===== src/rtl/cond_flag_bank.sv =====
// Banked condition-flag store with a registered condition-code evaluator.
// Optional macro COND_BYPASS_EN: a same-cycle write to the evaluated bank forwards alu_flags.
package cond_flag_bank_pkg;

  typedef enum logic [3:0] {
    CC_EQ = 4'h0,
    CC_NE = 4'h1,
    CC_CS = 4'h2,
    CC_CC = 4'h3,
    CC_MI = 4'h4,
    CC_PL = 4'h5,
    CC_VS = 4'h6,
    CC_VC = 4'h7,
    CC_HI = 4'h8,
    CC_LS = 4'h9,
    CC_GE = 4'hA,
    CC_LT = 4'hB,
    CC_GT = 4'hC,
    CC_LE = 4'hD,
    CC_AL = 4'hE,
    CC_NV = 4'hF
  } cond_e;

  // Flag nibble layout is {N,Z,C,V}; higher flag bits never take part in a decode.
  function automatic logic cond_eval(input logic [3:0] nzcv, input logic [3:0] code);
    logic n, z, c, v;
    logic result;
    {n, z, c, v} = nzcv;
    result = 1'b0;
    unique case (cond_e'(code))
      CC_EQ: result = z;
      CC_NE: result = !z;
      CC_CS: result = c;
      CC_CC: result = !c;
      CC_MI: result = n;
      CC_PL: result = !n;
      CC_VS: result = v;
      CC_VC: result = !v;
      CC_HI: result = c && !z;
      CC_LS: result = !c || z;
      CC_GE: result = (n == v);
      CC_LT: result = (n != v);
      CC_GT: result = !z && (n == v);
      CC_LE: result = z || (n != v);
      CC_AL: result = 1'b1;
      CC_NV: result = 1'b0;
      default: result = 1'b0;
    endcase
    return result;
  endfunction

endpackage

module cond_flag_bank
  import cond_flag_bank_pkg::*;
#(
  parameter int FLAG_W  = 4,
  parameter int BANK_AW = 2,
  localparam int NUM_BANKS = 1 << BANK_AW
) (
  input  logic                 clk,
  input  logic                 rst,
  input  logic [FLAG_W-1:0]    alu_flags,
  input  logic                 set_cond,
  input  logic [BANK_AW-1:0]   wr_bank,
  input  logic                 eval_valid,
  input  logic [BANK_AW-1:0]   rd_bank,
  input  logic [3:0]           cond_code,
  output logic                 cond_valid,
  output logic                 cond_pass,
  output logic                 cond_stale,
  output logic [FLAG_W-1:0]    flags_out,
  output logic [NUM_BANKS-1:0] bank_valid
);

  logic [FLAG_W-1:0] banks [NUM_BANKS];

  logic [FLAG_W-1:0] eval_src;
  logic              eval_stale;

  // NOTE: every always_comb output gets a default first, so no path can leave it
  // unassigned and infer a latch.
  always_comb begin
    eval_src   = banks[rd_bank];
    eval_stale = !bank_valid[rd_bank];
`ifdef COND_BYPASS_EN
    if (set_cond && (wr_bank == rd_bank)) begin
      eval_src   = alu_flags;
      eval_stale = 1'b0;
    end
`endif
  end

  // NOTE: the bank array is reset explicitly because a stale bank must read back
  // as zero; a plain storage RAM would normally be left unreset.
  always_ff @(posedge clk) begin
    if (rst) begin
      for (int b = 0; b < NUM_BANKS; b++) begin
        banks[b] <= '0;
      end
      bank_valid <= '0;
    end else if (set_cond) begin
      // NOTE: non-blocking assignments keep the eval path reading the pre-edge bank
      // contents regardless of statement order.
      banks[wr_bank]      <= alu_flags;
      bank_valid[wr_bank] <= 1'b1;
    end
  end

  always_ff @(posedge clk) begin
    if (rst) begin
      cond_valid <= 1'b0;
      cond_pass  <= 1'b0;
      cond_stale <= 1'b0;
      flags_out  <= '0;
    end else begin
      cond_valid <= eval_valid;
      if (eval_valid) begin
        cond_pass  <= cond_eval(eval_src[3:0], cond_code);
        cond_stale <= eval_stale;
        flags_out  <= eval_src;
      end
    end
  end

endmodule


===== config.mk =====
export PLATFORM = sky130hd
export DESIGN_NAME = cond_flag_bank
export DESIGN_NICKNAME = d
export VERILOG_FILES = /design/src/rtl/cond_flag_bank.sv
export SDC_FILE = /design/constraint.sdc
export NUM_CORES = 1
export LEC_CHECK = 0
export CAP_MARGIN = 20
export CORE_MARGIN = 5
export CORE_UTILIZATION = 44
export DETAILED_ROUTE_END_ITERATION = 6
export PLACE_DENSITY = 0.8
export SETUP_SLACK_MARGIN = 0.3
export SLEW_MARGIN = 20
export SYNTH_ARGS = -nofsm -noshare
export SYNTH_HDL_FRONTEND = slang
export SYNTH_SLANG_ARGS = --single-unit

===== constraint.sdc =====
create_clock -name clk -period 2.5 [get_ports clk]
set_input_delay 0.625 -clock clk [delete_from_list [all_inputs] [get_ports clk]]
set_output_delay 0.625 -clock clk [all_outputs]
set_load 0.02 [all_outputs]

==> results of run 1 <==
[cell families (layout without fill, tap and decap cells)]
logic type / count (synthesis) / after routing
multiplexers: 12 / 12
flip-flops: 27 / 27
AO/OA/AOI/OAI: 15 / 15
AND/OR/NAND/NOR: 43 / 43
buffers and inverters: 10 / 47
XOR/XNOR: 1 / 1
[cells in the final DEF, fill, tap and decap left out, types with 2 or more instances in the layout]
master and n:
a211oi_1 2, a21o_1 3, and2_1 16, buf_4 14
clkbuf_4 4, clkdlybuf4s50_1 25, dfxtp_1 11, edfxtp_1 16
inv_1 3, mux2i_1 5, mux4_1 5, mux4_2 2
nand2_1 4, nor2_1 7, nor2b_1 2, nor3b_1 2
o21bai_1 2, or2_2 3
[critical path, delay by kind of cell]
family                 cells  cell delay [ns]
AND/OR/NAND/NOR            1             0.49
buffers and inverters      2             0.48
multiplexers               2             0.41
AO/OA/AOI/OAI              2             0.30
[metal layers]
| metal | global-route usage (%) | vias up | share of wire, % |
|---|---|---|---|
| li1 | - | 482 | - |
| met1 | 15.1 | 452 | 41 |
| met2 | 25.3 | 20 | 53 |
| met3 | 3.06 | 4 | 4.8 |
| met4 | 3.81 | 0 | 1.0 |
| met5 | 0 | - | 0 |
[state kept, by name, summed over array words and instances (netlist names)]
| signal | count |
|---|---|
| flags_out | 4 |
| banks | 16 |
| cond_pass | 1 |
| bank_valid | 4 |
| cond_valid | 1 |
| cond_stale | 1 |
[report_power, final]
group          internal, mW  switching [mW]
Combinational         0.113          0.0868
Sequential            0.504          0.0146
Clock                0.0732           0.122
Total                 0.691           0.223
[metrics by stage]
step	worst slack, ns	instance area, µm²	setup TNS [ns]
after floorplan	0.400	1390	0
after global placement	-0.131	1770	-0.131
after detailed placement	-0.184	1770	-0.184
after CTS	0.448	1800	0
after global routing	0.302	1800	0
final	0.441	1800	0
[worst max-delay path by stage]
stage                    start                      to  slack (ns)  depth (start not counted)
global route        rd_bank[0]  cond_pass$_SDFFE_PP0P_        0.30                          7
global placement    rd_bank[0]  cond_pass$_SDFFE_PP0P_       -0.13                          6
finish              rd_bank[0]  cond_pass$_SDFFE_PP0P_        0.44                          7
detailed placement  rd_bank[0]  cond_pass$_SDFFE_PP0P_       -0.18                          6
floorplan           rd_bank[0]  cond_pass$_SDFFE_PP0P_        0.40                          6
CTS                 rd_bank[0]  cond_pass$_SDFFE_PP0P_        0.45                          7
[area by class of cell]
class / count / area, µm²
clock buffer: 4 / 30.0
fill: 272 / 1260
inverter: 3 / 11.3
multi-input combinational: 71 / 636
sequential: 27 / 701
tap: 44 / 55.1
timing repair buffer: 40 / 364
==> flow_metrics.env, run 1 <==
export IMPL_status="finished, final reports clean"
export IMPL_drive_gt1_share_pct=17.9
export IMPL_worst_pin_slew_ns=0.306
export IMPL_yosysWarnings=0
export IMPL_finalClockSkew_ns=0.00597
export IMPL_synth_seq_area_share_pct=50.4
export IMPL_synth_seq_cells=27
export IMPL_synth_fa_ha_area_share_pct=0
export IMPL_final_util_pct=58.9
export IMPL_holdPathEnd="bank_valid[3]$_SDFFE_PP0P_"
export IMPL_p_leak_nw=0.712
export IMPL_hold_path_depth=2
export IMPL_cts_root_buf="clkbuf_4"
export IMPL_synth_top_family_by_area="simple AND/OR/NAND/NOR gates"
export IMPL_period_minus_slack_ns=2.06
export IMPL_synth_flop_cell="edfxtp_1"
export IMPL_synth_area_leader_cell="edfxtp_1"
export IMPL_rr_startpoint="banks[3][2]$_DFFE_PP_"
export IMPL_cts_tree="built"
export IMPL_num_vias=958
export IMPL_areaGrowthSynthToFinish_pct=29.1
export IMPL_postCtsSetupRepairBufs=0
export IMPL_worstPathRequired_ns=2.73
export IMPL_synth_xor_area_share_pct=1.62
export IMPL_cp_end_kind="register"
export IMPL_power_density_nw_per_um2=509
export IMPL_io_buffers=26
export IMPL_wl_per_cell_um=14.1
export IMPL_wl_um=2660
export IMPL_crit_type="input port to register"
export IMPL_ir_drop_mv=0.318
export IMPL_synth_area_um2=1390
export IMPL_start_util_pct=45.6
export IMPL_synth_compound_area_share_pct=9.35
export IMPL_routabilityCongestion=0.797
export IMPL_syn_avg_cell_area_um2=12.9
export IMPL_antenna_found_initial=0
export IMPL_grt_pass1_vias=1001
export IMPL_finalHoldViolations=0
export IMPL_layout_nets=162
export IMPL_ios=27
export IMPL_synth_top_area_share_pct=34.5
export IMPL_synthMuxAreaShare_pct=16.5
export IMPL_maxCapViolCount=0
export IMPL_numCtsBuffers=3
export IMPL_power_mw=0.914
export IMPL_maxSlewHeadroom_pct=79.5
export IMPL_clk_pin_slew_ns=0.14
export IMPL_grt_util_all_layers_pct=13.5
export IMPL_ys_types=38
export IMPL_core_um2=3050
export IMPL_synth_nets=124
export IMPL_path_cells="dlygate4sd2_1 > buf_4 > mux4_1 > mux2i_1 > or4b_1 > a31o_1 > o311ai_1"
export IMPL_grt_max_degree=15
export IMPL_clock_latency_ns=0.32
export IMPL_max_freq_mhz=486
export IMPL_final_instance_count_excl_fill=189
export IMPL_worstReg2RegEnd="cond_pass$_SDFFE_PP0P_"
export IMPL_post_cts_resize_count=2
export IMPL_die_width_um=66.2
export IMPL_ff2ff_setup_slack_ns=0.76
export IMPL_dpl_hpwl_um=2190
export IMPL_globalRoute_totalOverflow=0
export IMPL_syn_inst=108
export IMPL_min_path_type="register to register"
export IMPL_finalSetupViolCount=0
export IMPL_cp_slowest_cell="or4b_1"
export IMPL_fin_crit_sh_pct=82.4
export IMPL_postCtsHoldBufs=0
export IMPL_grt_pass1_wl_um=4530
export IMPL_clkSinkCount=27
export IMPL_clock_path_buffers=2
export IMPL_num_rows=20
export IMPL_whs_ns=0.471
export IMPL_start_kind="input port"
export IMPL_h_tree_depth=1
export IMPL_dieHeight_um=66.2
export IMPL_slowest_delay_ns=0.49
export IMPL_cp_max_fo=4
export IMPL_synth_edf_count=16
export IMPL_die_area_um2=4390
export IMPL_postRouteAntennaNets=0
export IMPL_first_iter_violations=35
export IMPL_dp_cells=185
export IMPL_first_pass_iters=4
export IMPL_ys_top_cells_by_area="edfxtp_1 (35%), dfxtp_1 (16%), mux4_1 (11%)"
export IMPL_drv_slew=0
export IMPL_async_reset_ff_share_pct=0
export IMPL_antenna_cells=0
export IMPL_viasPerCell=5.07
export IMPL_reg2regPathDepth=5
export IMPL_hold_start="bank_valid[3]$_SDFFE_PP0P_"
export IMPL_grt_setup_unrepaired="no"
export IMPL_yosys_area_share_simple_pct=18.4
export IMPL_ys_top_cells_by_count="and2_1 (16), edfxtp_1 (16), dfxtp_1 (11), nor2_1 (7), mux4_1 (6)"
export IMPL_arrival_ns=2.29
export IMPL_remaining_drc_errors=0
Note: power is estimated with default switching activity, not from simulation.
==> run 2, diff against run 1 <==
==> constraint.sdc (replaced) <==
create_clock -name clk -period 1.9 [get_ports clk]
set_input_delay 0.475 -clock clk [delete_from_list [all_inputs] [get_ports clk]]
set_output_delay 0.475 -clock clk [all_outputs]
set_load 0.02 [all_outputs]
==> flow_metrics.env, run 2 (synthesis gave the netlist of run 1 again) <==
export IMPL_status="finished, final reports clean"
export IMPL_io_buffers=26
export IMPL_slowest_delay_ns=0.49
export IMPL_final_fill_count=275
export IMPL_grt_pass1_wl_um=4660
export IMPL_maxSlewHeadroom_pct=77.4
export IMPL_core_um2=3050
export IMPL_postRouteAntennaNets=0
export IMPL_final_util_pct=60.0
export IMPL_critPathLaunch="cond_code[0]"
export IMPL_grt_max_degree=17
export IMPL_num_vias=981
export IMPL_dpl_hpwl_um=2220
export IMPL_rr_startpoint="banks[3][0]$_DFFE_PP_"
export IMPL_crit_type="input port to register"
export IMPL_postCtsHoldBufs=0
export IMPL_maxCapViolCount=0
export IMPL_ir_drop_mv=0.400
export IMPL_clock_latency_ns=0.32
export IMPL_wl_um=2750
export IMPL_swShare_pct=25.7
export IMPL_arrival_ns=1.99
export IMPL_power_net_switching_mw=0.308
export IMPL_start_kind="input port"
export IMPL_max_freq_mhz=570
export IMPL_pwr_share_clk_pct=20.8
export IMPL_first_pass_iters=4
export IMPL_path_delay_family="compound AO/OA/AOI/OAI gates"
export IMPL_first_iter_violations=85
export IMPL_cp_end_kind="register"
export IMPL_antenna_found_initial=0
export IMPL_path_cells="clkdlybuf4s50_1 > or3b_2 > o22ai_1 > a211oi_2 > a31o_1 > o311ai_1"
export IMPL_clk_pin_slew_ns=0.14
export IMPL_tns_ns=0
export IMPL_finalSetupViolCount=0
export IMPL_antenna_cells=0
export IMPL_drv_slew=0
export IMPL_grt_util_all_layers_pct=14.1
export IMPL_h_tree_depth=1
export IMPL_clock_path_buffers=2
export IMPL_remaining_drc_errors=0
export IMPL_die_width_um=66.2
export IMPL_grt_pass1_vias=1048
export IMPL_path_buf_inv=1
export IMPL_cts_root_buf="clkbuf_4"
export IMPL_routabilityCongestion=0.803
export IMPL_reg_largest_list="banks: 16 flops, bank_valid: 4 flops, flags_out: 4 flops"
export IMPL_period_minus_slack_ns=1.75
export IMPL_viasPerCell=5.06
export IMPL_combPwrFrac_pct=22.2
export IMPL_drive_gt1_share_pct=25.3
export IMPL_die_area_um2=4390
export IMPL_dp_cells=190
export IMPL_layout_common_cells="buf_4 (18), and2_1 (16), edfxtp_1 (16), clkdlybuf4s50_1 (12)"
export IMPL_power_density_nw_per_um2=655
export IMPL_clkSinkCount=27
export IMPL_wl_per_cell_um=14.2
export IMPL_cp_slowest_cell="clkdlybuf4s50_1"
export IMPL_largest_reg_flops=16
export IMPL_worstPathRequired_ns=2.14
export IMPL_fin_crit_sh_pct=92.3
export IMPL_ios=27
export IMPL_p_leak_nw=0.786
export IMPL_areaGrowthSynthToFinish_pct=31.6
export IMPL_p_int_mw=0.891
export IMPL_final_instance_count_excl_fill=194
export IMPL_numCtsBuffers=3
export IMPL_power_mw=1.20
export IMPL_grt_setup_unrepaired="yes"
export IMPL_power_frac_seq_pct=57.0
export IMPL_finalClockSkew_ns=0.00285
export IMPL_cts_tree="built"
export IMPL_dieHeight_um=66.2
export IMPL_num_rows=20
export IMPL_min_path_type="register to register"
export IMPL_regMostFlops="banks"
export IMPL_final_common_cell="buf_4"
export IMPL_finalHoldViolations=0
export IMPL_hold_start="bank_valid[3]$_SDFFE_PP0P_"
export IMPL_start_util_pct=45.6
export IMPL_cp_max_fo=2
export IMPL_layout_nets=167
export IMPL_globalRoute_totalOverflow=0
export IMPL_worst_pin_slew_ns=0.335
## run 2: cell count changes in the layout (fill, tap and decap cells not counted), sizes merged
| cell | previous run | this run |
|---|---|---|
| clkdlybuf4s50 | 25 | 12 |
| dlymetal6s2s | 0 | 2 |
| clkinvlp | 0 | 1 |
| buf | 14 | 20 |
| clkbuf | 4 | 3 |
| dlygate4sd2 | 1 | 11 |
## run 2: layout make-up
type                    count  area, µm²  share of cell area, %
clock inverters             1       7.51                  0.410
repair buffers             45        393                   21.5
well taps                  44       55.1                   3.01
multi-input cells          71        641                   35.0
inverters                   3       11.3                  0.615
flip-flops and latches     27        701                   38.3
clock buffers               3       22.5                   1.23
## run 2: power by group through the flow
stage	registers, mW	clock network [mW]	logic (mW)
after floorplan	0.711	0	0.132
after global placement	0.694	0	0.267
after detailed placement	0.698	0	0.273
final	0.683	0.250	0.266
after CTS	0.684	0.259	0.265
after global routing	0.688	0.290	0.286
## run 2: layer usage
layer | global-route usage, % | routed length, µm | up-vias
met5 | 0 | 0 | -
met4 | 6.09 | 46 | 0
met3 | 3.23 | 169 | 4
met2 | 25.5 | 1480 | 30
met1 | 15.5 | 1050 | 462
li1 | - | - | 485
## run 2: worst register-to-register path, delay by kind of cell, from the launching register on
| kind | cells | cell delay [ns] |
|---|---|---|
| mux | 1 | 0.52 |
| xor+xnor | 1 | 0.35 |
| compound gates | 2 | 0.25 |
| flops | 1 | 0.44 |
| simple gates | 1 | 0.07 |
## run 2: final timing paths
kind / depth (start not counted) / end / slack [ns]
worst min-delay path: 2 / bank_valid[3]$_SDFFE_PP0P_ / 0.50
worst min register to register: 2 / bank_valid[3]$_SDFFE_PP0P_ / 0.50
worst max register to register: 5 / cond_pass$_SDFFE_PP0P_ / 0.18
worst max-delay path: 6 / cond_pass$_SDFFE_PP0P_ / 0.15
## run 2: stage by stage
step                instance area [µm²]  setup WS [ns]  hold WS [ns]
finish                             1830          0.146         0.501
global route                       1830          0.102         0.539
CTS                                1820          0.125         0.508
detailed placement                 1800         -0.591         0.472
global placement                   1800         -0.497         0.450
floorplan                          1390         0.0623         0.530
## run 2: what timing repair did
item / CTS / global route
endpoints found under the hold margin: 0 / 0
setup endpoints to repair: 16 / 6
pin swaps: 3 / 2
gates resized for setup: 17 / 5
buffers inserted: 0 / 0
